### config.mk
export PLATFORM = sky130hd
export DESIGN_NAME = pipo_rr_loader
export DESIGN_NICKNAME = d
export VERILOG_FILES = /design/src/rtl/pipo_rr_loader.sv
export SDC_FILE = /design/constraint.sdc
export NUM_CORES = 1
export LEC_CHECK = 0
export CORE_AREA = 2 2 39 41
export DETAILED_ROUTE_END_ITERATION = 16
export DIE_AREA = 0 0 41 43
export DONT_BUFFER_PORTS = 1
export PLACE_DENSITY = 0.7
export SYNTH_ARGS = -nofsm -noshare
export SYNTH_HDL_FRONTEND = slang
export SYNTH_SLANG_ARGS = --single-unit
### constraint.sdc
create_clock -name clk -period 3.3 [get_ports clk]
set_clock_uncertainty 0.05 [all_clocks]
set_input_delay 0.825 -clock clk [delete_from_list [all_inputs] [get_ports clk]]
set_output_delay 0.825 -clock clk [all_outputs]
set_load 0.03 [all_outputs]
### src/rtl/pipo_rr_loader.sv
// Round-robin arbiter feeding one shared PIPO holding register.
// One requester is granted per load; the captured word is offered downstream with valid/ready.
module pipo_rr_loader #(
  parameter int W    = 4,
  parameter int NREQ = 4,
  parameter int SW   = $clog2(NREQ)
) (
  input  logic              clk,
  input  logic              rst,
  input  logic [NREQ-1:0]   req,
  input  logic [NREQ*W-1:0] wdata,
  output logic [NREQ-1:0]   gnt,
  output logic              out_valid,
  input  logic              out_ready,
  output logic [W-1:0]      out_data,
  output logic [SW-1:0]     out_src
);

  // Handshake: a word is consumed on any edge where out_valid && out_ready;
  // out_data/out_src stay stable while out_valid && !out_ready.

  typedef enum logic {IDLE = 1'b0, HOLD = 1'b1} state_t;

  localparam logic [SW:0] NREQ_X = (SW+1)'(NREQ);

  state_t        state, state_nxt;
  logic [SW-1:0] ptr, ptr_nxt, winner;
  logic [SW:0]   idx;
  logic          found, load_ok, grant;
  logic [W-1:0]  win_data;

  // Circular search from ptr; explicit modulo keeps non-power-of-two NREQ correct.
  always_comb begin
    found  = 1'b0;
    winner = '0;
    idx    = '0;
    for (int i = 0; i < NREQ; i++) begin
      idx = {1'b0, ptr} + (SW+1)'(i);
      if (idx >= NREQ_X) idx = idx - NREQ_X;
      if (!found && req[idx[SW-1:0]]) begin
        found  = 1'b1;
        winner = idx[SW-1:0];
      end
    end
  end

  always_comb begin
    win_data = '0;
    for (int j = 0; j < NREQ; j++) begin
      if (winner == SW'(j)) win_data = wdata[j*W +: W];
    end
  end

  assign load_ok = (state == IDLE) || out_ready;
  assign grant   = load_ok && found && !rst;
  assign ptr_nxt = (winner == SW'(NREQ-1)) ? '0 : winner + 1'b1;

  always_comb begin
    gnt = '0;
    for (int j = 0; j < NREQ; j++) begin
      gnt[j] = grant && (winner == SW'(j));
    end
  end

  always_comb begin
    state_nxt = state;
    case (state)
      IDLE:    if (grant) state_nxt = HOLD;
      HOLD:    if (out_ready && !grant) state_nxt = IDLE;
      default: state_nxt = IDLE;
    endcase
  end

  always_ff @(posedge clk or posedge rst) begin
    if (rst) begin
      state    <= IDLE;
      ptr      <= '0;
      out_data <= '0;
      out_src  <= '0;
    end else begin
      state <= state_nxt;
      if (grant) begin
        out_data <= win_data;
        out_src  <= winner;
        ptr      <= ptr_nxt;
      end
    end
  end

  assign out_valid = (state == HOLD);

endmodule

After elaboration in Yosys (flattened, before gate mapping)

Cells that the tools add are included.
W data, S select, Z words.

Mux-type cells: 28
Reduce and logical (&&, ||, !) cells: 17
$lt $le $gt $ge: 8
Bitwise logic cells: 1
Equality and inequality tests: 3
Add/sub/neg operators: 8

Operators with widths:

| kind                  | number |
|---|---|
| $mux W2               | 9 |
| $mux W4               | 4 |
| $lt A2 B3 Y1 const B  | 4 |
| $logic_and A1 B1 Y1   | 10 |
| $mux W1               | 10 |
| $ge A3 B3 Y1 const B  | 3 |
| $bmux W1 S2           | 4 |
| $sub A2 B1 Y2 const B | 4 |
| $add A2 B2 Y3 const B | 2 |
| $logic_not A1 Y1      | 5 |
| $eq A2 B2 Y1 const B  | 2 |
| $add A2 B1 Y3 const B | 1 |
| $ge A2 B3 Y1 const B  | 1 |
| $add A2 B1 Y2 const B | 1 |
| $eq A2 B1 Y1 const B  | 1 |
| $logic_not A2 Y1      | 1 |
| $pmux W1 S2           | 1 |
| $logic_or A1 B1 Y1    | 1 |
| $not A1 Y1            | 1 |

Logic and storage cells: 69
Input port bits: 23
Flip-flop bits (word level): 9
Output and inout port bits: 11

Longest topological paths before layout

Depth in word-level cells: 20
Mapped depth: 10
Depth with buffers taken out: 9

Worst setup path after synthesis

OpenSTA, ideal clock, no wires.

Kind: input -> output
Start point: in req[2]
End point: out gnt[3]
Buffers on the path: 1
Path slack: 0.260 ns
Data arrival time: 2.165 ns
Stages: 7
Cells stage by stage: inv_1 > nor2_1 > o31ai_1 > o21a_1 > ha_1 > clkbuf_1 > and2_1

Elaborated cells on any way between the ends: 26
Those cells by class: eq/ne (1); mux (16); reduce/logical (9)

RTL lines:

| item                          | RTL line | source |
|---|---|---|
| start, declared               | 10       | `input logic [NREQ-1:0] req,` |
| $bmux W1 S2                   | 40       | `if (!found && req[idx[SW-1:0]]) begin` |
| $mux W1 (implied by the code) | 40       |  |
| $mux W1                       | 40       |  |
| $logic_not A1 Y1              | 40       |  |
| $logic_and A1 B1 Y1           | 40       |  |
| $mux W1                       | 40       |  |
| $logic_not A1 Y1              | 40       |  |
| $logic_and A1 B1 Y1           | 40       |  |
| $mux W1                       | 40       |  |
| $logic_not A1 Y1              | 40       |  |
| $logic_and A1 B1 Y1           | 40       |  |
| $mux W2 (*)                   | 40       |  |
| via winner[0]                 | 27       | `logic [SW-1:0] ptr, ptr_nxt, winner;` |
| $eq A2 B2 Y1 (*)              | 61       | `gnt[j] = grant && (winner == SW'(j));` |
| $logic_and A1 B1 Y1 (*)       | 61       |  |
| end, declared                 | 12       | `output logic [NREQ-1:0] gnt,` |

Mark *: on every way through the listed nets, which the timed path passes. The rest lies on a longest branch. The select of a mux whose other input is x is not followed.

Worst setup path after layout

Start point: in req[2]
End point: out gnt[2]

Longest elaborated chain between the ends: 15
Elaborated cells on any way between the ends: 26
Those cells by class: eq/ne (1); mux (16); reduce/logical (9)

Ends and longest elaborated chain:

| item                             | RTL line | source |
|---|---|---|
| $bmux W1 S2                      | 40       |  |
| $mux W1 (implied by the code)    | 40       |  |
| $mux W1                          | 40       |  |
| $logic_not A1 Y1                 | 40       |  |
| $logic_and A1 B1 Y1              | 40       |  |
| $mux W1                          | 40       |  |
| $logic_not A1 Y1                 | 40       |  |
| $logic_and A1 B1 Y1              | 40       |  |
| $mux W1                          | 40       |  |
| $logic_not A1 Y1                 | 40       |  |
| $logic_and A1 B1 Y1              | 40       |  |
| $mux W1                          | 40       |  |
| $logic_and A1 B1 Y1 (2 in a row) | 55       | `assign grant = load_ok && found && !rst;` |
| $logic_and A1 B1 Y1 (*)          | 61       |  |

Mark *: on every way between the ends. The rest lies on a longest branch, timed or not. The select of a mux whose other input is x is not followed.

==> impl_metrics.json <==
{
  "drtIter0Drc": 0,
  "drc": 0,
  "netlist_instances": 75,
  "gr-usage-all-layers_pct": 16.94,
  "floorplan.die.width_um": 41,
  "synthMuxAreaShare_pct": 2.294,
  "routed_wirelength_um": 1320,
  "period_minus_slack_ps": 3049,
  "holdBufCountCts": 0,
  "die_height_um": 43,
  "num_vias": 527,
  "power.static_leakage_nw": 0.3354,
  "timing.slew.headroom_pct": 71.30,
  "crit_path_max_fanout": 9,
  "floorplan.initialDensity_pct": 47.29,
  "hold_viol_final": 0,
  "cts_root_buf": "sky130_fd_sc_hd__clkbuf_4",
  "layout-drive-gt1-share_pct": 16.67,
  "peakVddDrop_mv": 0.3802,
  "finalSetupViolCount": 0,
  "report.final.slew_viol_count": 0,
  "synth_area_per_cell_um2": 8.725,
  "ctsHtreeMaxLevel": 1,
  "dominant_combinational_cell_family_by_area_after_synthesis": "compound AO/OA/AOI/OAI gates",
  "synthesis.yosys.warnings": 0,
  "cts_tree": "yes",
  "cts_repair_resize_count": 0,
  "dr.pass1.iters": 1,
  "post_synth_xor_area_fraction_pct": 0,
  "globalplace.congestion": 0.7850,
  "ant_nets": 0,
  "insertion_delay_ps": 260,
  "row_count": 14,
  "synth.cell_area_um2": 654.4,
  "grt_first_pass_wirelength_um": 1952,
  "cp.arrival_ps": 2170,
  "tritoncts.num_buffers": 3,
  "holdCritPathClass": "in -> async",
  "synth_enable_flop_cells": 0,
  "design.die.area_um2": 1763,
  "timing.critical_path.required_ps": 2420,
  "crit_buf_inv": 1,
  "place_hpwl_um": 1057,
  "endpoint_kind": "output pin",
  "final_core_utilization_pct": 50.45,
  "synth-async-reset-ratio_pct": 100.0,
  "path_class": "in -> out",
  "post-place-cells": 90,
  "postCtsSetupRepairBufs": 0,
  "ys_dominant_reg_cell": "sky130_fd_sc_hd__dfrtp_1",
  "post_layout_nonfiller_instances": 94,
  "final.setup.tns_ps": 0,
  "layout.nets": 106,
  "grt.overflow.total": 0,
  "synth_fa_ha_area_share_pct": 7.648,
  "clkSlewWorstSetupHoldPaths_ps": 60,
  "grt_max_degree": 12,
  "critical-path-slowest-cell": "sky130_fd_sc_hd__o31ai_1",
  "max_cap_viol_count": 0,
  "synth_compound_area_share_pct": 29.83,
  "layout-area-overhead-vs-synth_pct": 6.692,
  "placeableCoreArea_um2": 1384,
  "count_of_input_and_output_buffers": 0,
  "fin_worst_hold_slack_ps": 408.8,
  "mappedNetlistNets": 102,
  "grt_setup_unrepaired": "false",
  "run_status": "complete, no violations",
  "cts.sinks": 9,
  "cp_top_family": "compound AO/OA/AOI/OAI gates",
  "synth_simple_gate_area_share_pct": 18.36,
  "max_freq_mhz": 327.9,
  "layout_worst_path_cycle_share_pct": 92.40,
  "layout_common_cells": "sky130_fd_sc_hd__a21oi_1, sky130_fd_sc_hd__dfrtp_1, sky130_fd_sc_hd__inv_1",
  "share_of_the_yosys_chip_area_belonging_to_registers_pct": 34.42,
  "detail_route.vias_per_cell": 5.606,
  "post_synth_num_cell_types": 26,
  "insertedDiodeCount": 0,
  "layout_commonest_cell": "sky130_fd_sc_hd__a21oi_1",
  "cellPowerDensity_nw_per_um2": 861.6,
  "post_drt_wl_per_cell_um": 14.04,
  "grt_pass1_vias": 476,
  "startpoint_type": "primary input",
  "max-clock-path-buffers": 2,
  "largest_stage_delay_worst_path_ps": 400,
  "design.portCount": 34,
  "antenna_found_initial": 0,
  "cp_cell_sequence": "inv_1 > nor2_1 > o31ai_1 > o21ai_0 > ha_1 > and2_1",
  "ys_seq_elements": 9,
  "worstMarginPinSlew_ps": 426.8
}
-- area by class of cell --
class / count / area [um^2]
fillers: 149 / 685.7
multi-input cells: 55 / 380.4
inverters: 8 / 30.03
repair buffers: 2 / 15.01
well taps: 16 / 20.02
clock buffers: 3 / 22.52
clock inverters: 1 / 5.005
flip-flops and latches: 9 / 225.2
-- cells in the mapped netlist (all sizes together), types with 2 or more instances --
master / number / area [um^2]
o21ai: 4 / 20.02
ha: 4 / 50.05
and2: 4 / 25.02
clkbuf: 2 / 7.510
dfrtp: 9 / 225.2
nor2: 7 / 26.28
nand2: 4 / 15.01
inv: 8 / 30.03
nor2b: 2 / 12.51
a211o: 3 / 26.28
a21oi: 11 / 55.05
a221oi: 3 / 26.28
-- kinds of logic after synthesis --
kind of cell	count (synthesis)
AOI/OAI and AO/OA	29
adders and majority gates	4
buffers and inverters	11
DFF	9
muxes	1
and+or+nand+nor	21
-- where the power goes --
part / internal (mW) / switching (mW) / total (mW)
clock network: 0.0447 / 0.0392 / 0.0839
registers: 0.157 / 0.115 / 0.272
logic: 0.113 / 0.133 / 0.246
-- through the flow --
step / power [mW] / instance area (um^2) / setup WS, ps
floorplan: 0.4703 / 654.4 / 259.5
global placement: 0.5161 / 670.6 / 302.1
detailed placement: 0.5234 / 670.6 / 268.3
CTS: 0.6119 / 698.2 / 246.2
global route: 0.6535 / 698.2 / 51.05
finish: 0.6015 / 698.2 / 250.7
-- routing by layer --
layer	vias to the layer above	share of wire, %	global-route usage [%]
met4	0	2.7	14.00
met2	18	48	24.06
met3	4	5.2	1.571
met1	234	44	22.03
met5	-	0	0
li1	271	-	-
-- path summary, 6_finish.rpt --
check	start	endpoint	slack [ps]	cells past startpoint
max in group asynchronous	rst	out_data[0]$_DFFE_PP0P_	2640	2
hold reg to reg	ptr[1]$_DFFE_PP0P_	ptr[1]$_DFFE_PP0P_	530	2
hold / removal	rst	out_src[1]$_DFFE_PP0P_	410	2
setup reg to reg	ptr[1]$_DFFE_PP0P_	out_data[3]$_DFFE_PP0P_	1100	9
min in group clk	ptr[1]$_DFFE_PP0P_	ptr[1]$_DFFE_PP0P_	530	2
setup / recovery	req[2]	gnt[2]	250	6
-- state kept, by name, indices dropped and copies added, names as in the netlist --
register / flops
out_src: 2
out_data: 4
out_valid: 1
ptr: 2
No activity file was read; power rests on OpenSTA's default activity.
